[src/rtl/phase_sequencer.sv]
// Multi-cycle instruction phase sequencer: one-hot F/R/X/M/W phases, memory-wait watchdog, halt and retire count.
// Define PHASE_SKIP_MEM_EN to let non-memory instructions go from X straight to W.
module phase_sequencer #(
    parameter int INSTRET_W = 32,
    parameter int WAIT_W    = 8,
    parameter int WAIT_MAX  = 255
) (
    input  logic                 clk,
    input  logic                 n_rst,
    input  logic                 imem_ready,
    input  logic                 dmem_ready,
    input  logic                 need_mem,
    input  logic                 halt_dec,
    output logic                 phase_f,
    output logic                 phase_r,
    output logic                 phase_x,
    output logic                 phase_m,
    output logic                 phase_w,
    output logic                 hlt,
    output logic                 wait_err,
    output logic [INSTRET_W-1:0] instret
);

    typedef enum logic [2:0] {
        S_IDLE, S_F, S_R, S_X, S_M, S_W, S_HALT
    } state_t;

    localparam logic [WAIT_W-1:0] WAIT_LIM = WAIT_W'(WAIT_MAX);

    state_t               state_q, state_d;
    logic [WAIT_W-1:0]    wdog_q, wdog_d;
    logic                 mem_q, mem_d;
    logic                 timeout;
    logic                 phase_f_q, phase_r_q, phase_x_q, phase_m_q, phase_w_q;
    logic                 hlt_q, wait_err_q;
    logic [INSTRET_W-1:0] instret_q;

    always_comb begin
        state_d = state_q;
        wdog_d  = wdog_q;
        mem_d   = mem_q;
        timeout = 1'b0;
        case (state_q)
            S_IDLE: state_d = S_F;
            S_F: begin
                state_d = S_R;
                wdog_d  = '0;
            end
            S_R: begin
                if (imem_ready) begin
                    state_d = S_X;
                end else if (wdog_q == WAIT_LIM) begin
                    state_d = S_HALT;
                    timeout = 1'b1;
                end else begin
                    wdog_d = wdog_q + 1'b1;
                end
            end
            S_X: begin
                wdog_d = '0;
                if (halt_dec) begin
                    state_d = S_HALT;
                end else begin
`ifdef PHASE_SKIP_MEM_EN
                    state_d = need_mem ? S_M : S_W;
                    mem_d   = 1'b1;
`else
                    // Non-memory instructions pass through a single unwatched M cycle.
                    state_d = S_M;
                    mem_d   = need_mem;
`endif
                end
            end
            S_M: begin
                if (!mem_q || dmem_ready) begin
                    state_d = S_W;
                end else if (wdog_q == WAIT_LIM) begin
                    state_d = S_HALT;
                    timeout = 1'b1;
                end else begin
                    wdog_d = wdog_q + 1'b1;
                end
            end
            S_W:    state_d = S_F;
            S_HALT: state_d = S_HALT;
            default: state_d = S_IDLE;
        endcase
    end

    // Outputs are registered from the next state so they line up with state_q.
    always_ff @(posedge clk or negedge n_rst) begin
        if (!n_rst) begin
            state_q    <= S_IDLE;
            wdog_q     <= '0;
            mem_q      <= 1'b0;
            phase_f_q  <= 1'b0;
            phase_r_q  <= 1'b0;
            phase_x_q  <= 1'b0;
            phase_m_q  <= 1'b0;
            phase_w_q  <= 1'b0;
            hlt_q      <= 1'b0;
            wait_err_q <= 1'b0;
            instret_q  <= '0;
        end else begin
            state_q    <= state_d;
            wdog_q     <= wdog_d;
            mem_q      <= mem_d;
            phase_f_q  <= (state_d == S_F);
            phase_r_q  <= (state_d == S_R);
            phase_x_q  <= (state_d == S_X);
            phase_m_q  <= (state_d == S_M);
            phase_w_q  <= (state_d == S_W);
            hlt_q      <= (state_d == S_HALT);
            if (timeout) begin
                wait_err_q <= 1'b1;
            end
            if (state_q == S_W) begin
                instret_q <= instret_q + 1'b1;
            end
        end
    end

    assign phase_f  = phase_f_q;
    assign phase_r  = phase_r_q;
    assign phase_x  = phase_x_q;
    assign phase_m  = phase_m_q;
    assign phase_w  = phase_w_q;
    assign hlt      = hlt_q;
    assign wait_err = wait_err_q;
    assign instret  = instret_q;

endmodule
[config.mk]
export PLATFORM = sky130hd
export DESIGN_NAME = phase_sequencer
export DESIGN_NICKNAME = d
export VERILOG_FILES = /design/src/rtl/phase_sequencer.sv
export SDC_FILE = /design/constraint.sdc
export NUM_CORES = 1
export LEC_CHECK = 0
export ABC_AREA = 0
export BUFFER_PORTS_ARGS = -buffer_cell sky130_fd_sc_hd__buf_4
export CAP_MARGIN = 10
export CORE_UTILIZATION = 45
export CTS_BUF_LIST = sky130_fd_sc_hd__clkbuf_8
export DETAILED_ROUTE_END_ITERATION = 8
export HOLD_SLACK_MARGIN = 0.1
export PLACE_DENSITY = 0.73
export SLEW_MARGIN = 10
export SYNTH_ARGS = -nofsm -noshare
export SYNTH_HDL_FRONTEND = slang
export SYNTH_SLANG_ARGS = --single-unit
[constraint.sdc]
create_clock -name clk -period 1.95 [get_ports clk]
set_clock_uncertainty 0.15 [all_clocks]
set_input_delay 0.2925 -clock clk [delete_from_list [all_inputs] [get_ports clk]]
set_output_delay 0.2925 -clock clk [all_outputs]
set_load 0.05 [all_outputs]
==> impl_metrics.toml, run 1 <==
[clock_tree]
cts.path.max_buffers = 2
cts.sinks = 51
cts_buffers = 5
post-cts-setup-buffer-count = 0
clock_latency_ps = 300
cts_tree = "yes"
clock-root-buffer = "clkbuf_8"
htreeDepth = 2
clkTransAtPathRegs_ps = 100

[worst_setup_path]
r2r-end = "instret[31]"
cp-startpoint = "state_q[1]"
worstSetupPathType = "flop to flop"
r2r_slack_ps = 80
crit_arrival_ps = 1910
crit_fanout = 10
end_kind = "flop"
cp_data_required_time_ps = 2000
start_kind = "flop"
r2r_cells = 5
r2r-start = "state_q[1]"

[routing]
wl_per_cell_microns = 12.99
vias = 1745
drc = 0
avgViaCountPerCell = 5.073
ant_nets = 0
first_pass_iters = 4
wl_microns = 4469
drt-initial-drc-count = 68

[grt]
grt_pass1_vias = 1637
antenna_found_initial = 0
grt_pass1_wl_microns = 7307
grt_max_degree = 52
grt_util_all_layers_pct = 17.23
grt-ovfl-total = 0

[timing]
maxSlewHeadroom_pct = 58.74
finalHoldViolCount = 0
rsz0062_at_grt = "no"
slew_viol_final = 0
tns_ps = 0
min_period_over_period_pct = 95.69
fmax_mhz = 535.9
setup_viol = 0
post-route-min-period_ps = 1866
worst_slew_pin_slew_ps = 619.0

[floorplanning]
design.portCount = 45
dieHeight_microns = 75.07
fp.dieW_microns = 75.07
placementRows = 26
core-area_sq_um = 5140
start_util_pct = 46.74
die_area_sq_um = 5635

[yosys]
synth_area_sq_um = 2402
synth.net_count = 225
synth_cell_types = 40
postSynthCellCount = 217
synth-seq-area-share_pct = 53.13
yosys_warnings = 0
postSynthAreaPerCell_sq_um = 11.07
ys_ff_latch = 51

[final_layout]
layout.nets = 281
area_growth_pct = 28.44
largest_reg_flops = 32
fin_cells = 344
antenna_cells = 0
drive_gt1_share_pct = 31.75

[flow_run]
max-cap-violations = 0

[hold_path]
hp-start = "imem_ready"
whs_endpoint = "state_q[1]"
min_path_type = "input port to flop"
holdPathStages = 3

[pwr]
p_leak_uw = 0.001476
power.density_nw_per_um2 = 1056
ir_drop_uv = 681.8
power_uw = 3258

[place]
hpwlAfterDp_microns = 3173
dp_cells = 334
port_buffers = 44
gp_congestion = 0.7643

[outcome]
status = "finished clean"
## logic make-up (layout without fill, tap and decap cells)
family / after synthesis / count (layout) / share of synthesized area [%]
AO/OA/AOI/OAI: 18 / 18 / 5.677
AND/OR/NAND/NOR: 100 / 100 / 24.69
XOR/XNOR: 35 / 35 / 12.76
adder cells (fa/ha/maj): 2 / 2 / 1.042
flip-flops: 51 / 51 / 53.12
buffers and inverters: 8 / 65 / 1.406
multiplexers: 3 / 3 / 1.302
## how the worst max path moves through the flow
stage / endpoint
floorplan: instret[28]
global placement: wdog_q[3]
detailed placement: wdog_q[3]
CTS: wdog_q[7]
global route: wdog_q[6]
finish: instret[31]
## synthesized netlist by cell type
master / number / share of area, %
inv_1: 3 / 0.47
o32ai_1: 1 / 0.36
a211oi_1: 2 / 0.62
clkbuf_1: 4 / 0.62
or3_1: 1 / 0.26
dfrtp_1: 51 / 53
o21bai_1: 1 / 0.31
a21oi_1: 4 / 0.83
nor3_4: 1 / 0.68
buf_4: 1 / 0.31
nand4_1: 8 / 2.1
a221oi_4: 1 / 1.1
a31oi_1: 2 / 0.52
and4_1: 8 / 2.9
and2_1: 2 / 0.52
nor2b_1: 3 / 0.78
nor4b_1: 1 / 0.36
mux2_2: 1 / 0.47
o21a_1: 1 / 0.31
mux2i_1: 2 / 0.83
nor2_1: 15 / 2.3
nor3_1: 1 / 0.21
o21ai_0: 3 / 0.62
and3_1: 14 / 3.6
nor4bb_1: 1 / 0.42
a21o_1: 1 / 0.31
xor2_1: 8 / 2.9
or3b_4: 1 / 0.47
xnor2_1: 27 / 9.8
nor4_4: 1 / 0.89
nand3_1: 14 / 2.9
a21oi_2: 1 / 0.36
nand2b_1: 3 / 0.78
ha_1: 2 / 1.0
nand2_1: 21 / 3.3
nand4bb_1: 1 / 0.47
or2b_1: 1 / 0.31
nand3b_4: 1 / 0.83
a21boi_0: 1 / 0.31
or2_2: 2 / 0.52
## metrics by stage
stage | hold WS [ps] | instance area (sq um) | setup slack, ps | utilization (%)
after floorplan | -153.1 | 2445 | 1.226 | -
after global placement | 207.8 | 2897 | 88.63 | 56.35
after detailed placement | 208.1 | 2897 | 27.64 | 56.35
after CTS | 105.2 | 3053 | 11.58 | 59.40
after global routing | 113.2 | 3085 | 3.654 | 60.03
final | 114.4 | 3085 | 84.12 | 60.03
## report_power, final
part	switching, uW	internal (uW)	leakage [uW]
Clock	352	512	0.0000644
Combinational	656	400	0.000734
Sequential	145	1190	0.000678
## routing by layer
layer	part of all wire (%)	track usage, %
met5	0	0
met4	1.4	7.128
met1	47	22.28
met2	48	28.23
met3	3.1	3.614
## layout by cell type, fill, tap and decap left out, drive strengths merged, types with 3 or more instances in the layout
cell type / instances
buf: 52
dfrtp: 51
xnor2: 27
nand2: 21
nor2: 15
and3: 14
nand3: 14
and4: 8
nand4: 8
xor2: 8
clkbuf: 5
a21oi: 5
nor2b: 3
nand2b: 3
inv: 3
o21ai: 3
## final cells by class
cell class | count | area, sq um
Tap cell | 70 | 87.58
Sequential cell | 51 | 1291
Clock buffer | 5 | 68.82
Inverter | 3 | 11.26
Fill cell | 461 | 2054
Clock inverter | 3 | 67.56
Timing Repair Buffer | 54 | 410.4
Multi-Input combinational cell | 158 | 1149
## worst max-delay path: stages, from the launching register on
cell      delay, ps
dfrtp_2         470
nand3b_4        240
nor4_4          320
and4_1          300
nand4_1         140
xnor2_1         150
## timing repair
action | 4_1_cts | 5_1_grt
resized for setup | 0 | 5
setup endpoints to repair | 0 | 9
hold buffers | 2 | 0
hold endpoints to repair | 52 | 0
Note: power is estimated with default switching activity, not from simulation.
==> run 2: changes to the inputs <==
- CELL_PAD_IN_SITES_DETAIL_PLACEMENT: not set -> 1
- CELL_PAD_IN_SITES_GLOBAL_PLACEMENT: not set -> 2
- CORE_UTILIZATION: 45 -> 37
- PLACE_DENSITY: 0.73 -> 0.88
==> run 2 against run 1 <==
Net effect:
- global-route usage up 0.52 points
- count of clock-buffer cells in the layout unchanged
- highest routed layer unchanged
- clock power down 31%
- utilization down 9.3 points
- non-clock buffer count up 7
- final cell count up 3.5%
==> impl_metrics.toml, run 2 (synthesized netlist as in run 1, its figures left out) <==
[outcome]
status = "finished clean"

[pwr]
p_int_uw = 1878
pwr-share-comb_pct = 37.4
power_uw = 3064
power.density_nw_per_um2 = 991.6
p_sw_share_pct = 38.73
pwr-share-seq_pct = 43.3
switching_power_uw = 1187
ir_drop_uv = 743.2
p_leak_uw = 0.001498
pwr-share-clk_pct = 19.4

[worst_setup_path]
cp_data_required_time_ps = 1990
start_kind = "flop"
crit_fanout = 5
end_kind = "flop"
worstSetupPathType = "flop to flop"
r2r-start = "state_q[2]"
r2r-end = "wdog_q[1]"
r2r_slack_ps = 60
r2r_cells = 5
crit_arrival_ps = 1930

[grt]
grt-ovfl-total = 0
grt_max_degree = 52
antenna_found_initial = 0
grt_pass1_vias = 1899
grt_util_all_layers_pct = 17.75
grt_pass1_wl_microns = 9059

[clock_tree]
cts.sinks = 51
cts_buffers = 5
cts_tree = "yes"
clock_latency_ps = 310
cts.path.max_buffers = 2
clock-root-buffer = "clkbuf_8"
clkTransAtPathRegs_ps = 90
htreeDepth = 2

[final_layout]
area_growth_pct = 28.65
largest_reg_flops = 32
layout.nets = 288
drive_gt1_share_pct = 33.45
final_cell_mix = "buf_4, dfrtp_1, xnor2_1, nand2_1, nor2_1"
nFillCells = 682
fin_util_pct = 50.70
layout_commonest_cell = "buf_4"
antenna_cells = 0

[timing]
setup_slack_ps = 57.33
worst_slew_pin_slew_ps = 642.3
min_period_over_period_pct = 97.06
fmax_mhz = 528.4
maxSlewHeadroom_pct = 57.18
setup_viol = 0
finalHoldViolCount = 0
fin_hold_ws_ps = 129.1
slew_viol_final = 0
post-route-min-period_ps = 1893

[floorplanning]
die_area_sq_um = 6819
start_util_pct = 39.41
design.portCount = 45
core-area_sq_um = 6096
placementRows = 28
fp.dieW_microns = 82.58
dieHeight_microns = 82.58

[routing]
first_pass_iters = 2
wl_per_cell_microns = 15.15
ant_nets = 0
vias = 1818
drc = 0
wl_microns = 5393
avgViaCountPerCell = 5.107
drt-initial-drc-count = 64

[place]
hpwlAfterDp_microns = 3920
dp_slack_ps = -5.566
port_buffers = 44
gp_congestion = 0.7182

[hold_path]
holdPathStages = 3
hp-start = "imem_ready"
whs_endpoint = "state_q[1]"
min_path_type = "input port to flop"

[flow_run]
max-cap-violations = 0
## run 2: cell count changes in the layout (fill, tap and decap cells not counted), sizes merged
cell,change
clkinv,+1
bufinv,-2
buf,+7
inv,+1
## run 2: worst max path at each step
stage	from	end	slack, ps	cells after the start
after global routing	state_q[2]	wdog_q[7]	-10	5
after global placement	wdog_q[0]	hlt	90	5
after CTS	state_q[2]	wdog_q[7]	0.7	6
after detailed placement	state_q[2]	wdog_q[7]	-6	6
final	state_q[2]	wdog_q[1]	60	5
after floorplan	instret[0]	instret[28]	1	7
## run 2: cell type report
cell class / count / area (sq um) / area share (%)
Clock buffer: 5 / 68.82 / 2.227
Clock inverter: 3 / 16.27 / 0.5263
Inverter: 3 / 11.26 / 0.3644
Multi-Input combinational cell: 158 / 1146 / 37.09
Sequential cell: 51 / 1291 / 41.78
Tap cell: 75 / 93.84 / 3.036
Timing Repair Buffer: 61 / 462.9 / 14.98
## run 2: routing by layer
metal	vias to the layer above	global-route usage (%)	share of wire [%]
li1	878	-	-
met1	901	22.49	47
met2	35	29.59	48
met3	4	4.396	4.2
met4	0	5.862	0.87
met5	-	0	0
## run 2: power groups by stage
stage	Sequential, uW	Combinational (uW)	Clock (uW)
6_report	1330	1140	594
5_1_grt	1340	1240	657
4_1_cts	1320	1120	625
3_5_place_dp	1340	1110	0
3_3_place_gp	1330	1090	0
2_1_floorplan	1620	446	0
## run 2: through the flow
| step | TNS (ps) | instances | cell area [sq um] |
|---|---|---|---|
| 6_report | 0 | 356 | 3090 |
| 5_1_grt | -29.87 | 356 | 3090 |
| 4_1_cts | 0 | 354 | 3045 |
| 3_5_place_dp | -5.566 | 344 | 2940 |
| 3_3_place_gp | 0 | 344 | 2940 |
| 2_1_floorplan | 0 | 217 | 2445 |
## run 2: repair_timing
action,CTS,global route
hold endpoints to repair,52,0
setup endpoints to repair,0,8
gates resized for setup,0,7
hold buffers,2,0
buffers inserted,0,2
## run 2: critical path: stages (launching register included)
cell	delay (ps)
dfrtp_2	450
or3b_4	430
a221oi_4	350
buf_4	170
mux2i_1	170
nor2_1	60
==> run 3: changes to the inputs <==
- CORE_UTILIZATION: 37 -> 40
- PLACE_DENSITY: 0.88 -> 0.94
- clock period: 1.95 -> 2.4 ns (I/O delays scaled with it)
==> run 3 against run 2 <==
Net effect:
- die area decreased by 7.3%
- register-to-register slack improved by 260 ps
- sequential power decreased by 17%
- critical path depth unchanged
- worst setup slack improved by 260 ps
- fmax decreased by 9.0%
- count of clock-buffer cells in the layout unchanged
- critical path type unchanged
==> impl_metrics.toml, run 3 (synthesized netlist as in run 1, its figures left out) <==
[timing]
slew_viol_final = 0
fmax_mhz = 480.8
finalHoldViolCount = 0
worst_slew_pin_slew_ps = 636.1
setup_viol = 0
post-route-min-period_ps = 2080
rsz0062_at_grt = "no"
setup_slack_ps = 320.1
tns_ps = 0
maxSlewHeadroom_pct = 57.59
min_period_over_period_pct = 86.66

[hold_path]
min_path_type = "input port to flop"
holdPathStages = 2
whs_endpoint = "mem_q"
hp-start = "need_mem"

[place]
port_buffers = 44
dp_slack_ps = 316.3
hpwlAfterDp_microns = 3840
dp_cells = 332
gp_congestion = 0.7505

[clock_tree]
hold_buffers = 1
cts.sinks = 51
clock_latency_ps = 310
cts_buffers = 5
post-cts-setup-buffer-count = 0
clock-root-buffer = "clkbuf_8"
clkTransAtPathRegs_ps = 90
htreeDepth = 2
cts.path.max_buffers = 2
cts_tree = "yes"
cts.repair.resized = 0

[floorplanning]
start_util_pct = 42.58
core-area_sq_um = 5642
fp.dieW_microns = 79.50
dieHeight_microns = 79.50
die_area_sq_um = 6319
design.portCount = 45
placementRows = 27

[worst_setup_path]
end_kind = "flop"
r2r_cells = 5
crit_arrival_ps = 2160
path_delay_family = "simple AND/OR/NAND/NOR gates"
r2r-end = "wdog_q[6]"
start_kind = "flop"
cpMaxStageDelayCell = "dfrtp_1"
path_depth = 5
crit_fanout = 16
r2r-start = "state_q[1]"
critical_path_buf_inv_count = 0
r2r_slack_ps = 320
worstSetupPathType = "flop to flop"
cp_data_required_time_ps = 2480
cp_cell_sequence = "or3b_4, a221oi_4, nand3_1, xor2_1, nor2_1"
cp_slowest_stage_delay_ps = 610

[final_layout]
drive_gt1_share_pct = 24.16
antenna_cells = 0
area_growth_pct = 23.91
layout.nets = 276
fin_cells = 341
largest_reg_flops = 32
final_cell_mix = "dfrtp_1, buf_4, xnor2_1, nand2_1, nor2_1"
layout_commonest_cell = "dfrtp_1"
fin_util_pct = 52.76

[routing]
wl_per_cell_microns = 15.50
drc = 0
avgViaCountPerCell = 5.205
ant_nets = 0
first_pass_iters = 4
drt-initial-drc-count = 67
vias = 1775
wl_microns = 5284

[grt]
grt-ovfl-total = 0
grt_pass1_wl_microns = 9108
grt_pass1_vias = 1860
grt_util_all_layers_pct = 18.68
grt_max_degree = 52
antenna_found_initial = 0

[flow_run]
max-cap-violations = 0

[pwr]
ir_drop_uv = 505.4
power.density_nw_per_um2 = 873.9
power_uw = 2601
p_leak_uw = 0.001466

[outcome]
status = "finished clean"
## run 3: worst max path at each step
stage / start / endpoint / slack, ps
finish: state_q[1] / wdog_q[6] / 320
global route: state_q[1] / wdog_q[7] / 160
CTS: state_q[1] / wdog_q[6] / 300
detailed placement: state_q[1] / wdog_q[7] / 320
global placement: state_q[2] / instret[31] / 390
floorplan: instret[0] / instret[28] / 220
## run 3: report_power, final
part / leakage, uW / switching [uW] / internal [uW]
Clock: 0.0000644 / 294 / 416
Sequential: 0.000696 / 145 / 961
Combinational: 0.000706 / 494 / 292
## run 3: cell type report
| type | instances | area [sq um] |
|---|---|---|
| fill | 623 | 2665 |
| sequential | 51 | 1276 |
| multi-input combinational | 158 | 1092 |
| timing repair buffer | 49 | 370.4 |
| tap | 72 | 90.09 |
| clock buffer | 5 | 68.82 |
| clock inverter | 3 | 67.56 |
| inverter | 3 | 11.26 |
## run 3: through the flow
| stage | hold slack, ps | area, sq um |
|---|---|---|
| 3_5_place_dp | 279.7 | 2830 |
| 6_report | 136.5 | 2977 |
| 5_1_grt | 138.4 | 2977 |
| 3_3_place_gp | 275.4 | 2830 |
| 4_1_cts | 135.7 | 2977 |
| 2_1_floorplan | -85.59 | 2402 |
## run 3: layer usage
metal / part of all wire, % / wire length, microns / global-route usage, %
met2: 51 / 2679 / 31.54
met5: 0 / 0 / 0
met4: 1.4 / 72 / 7.455
met1: 45 / 2367 / 23.68
met3: 3.1 / 165 / 3.086
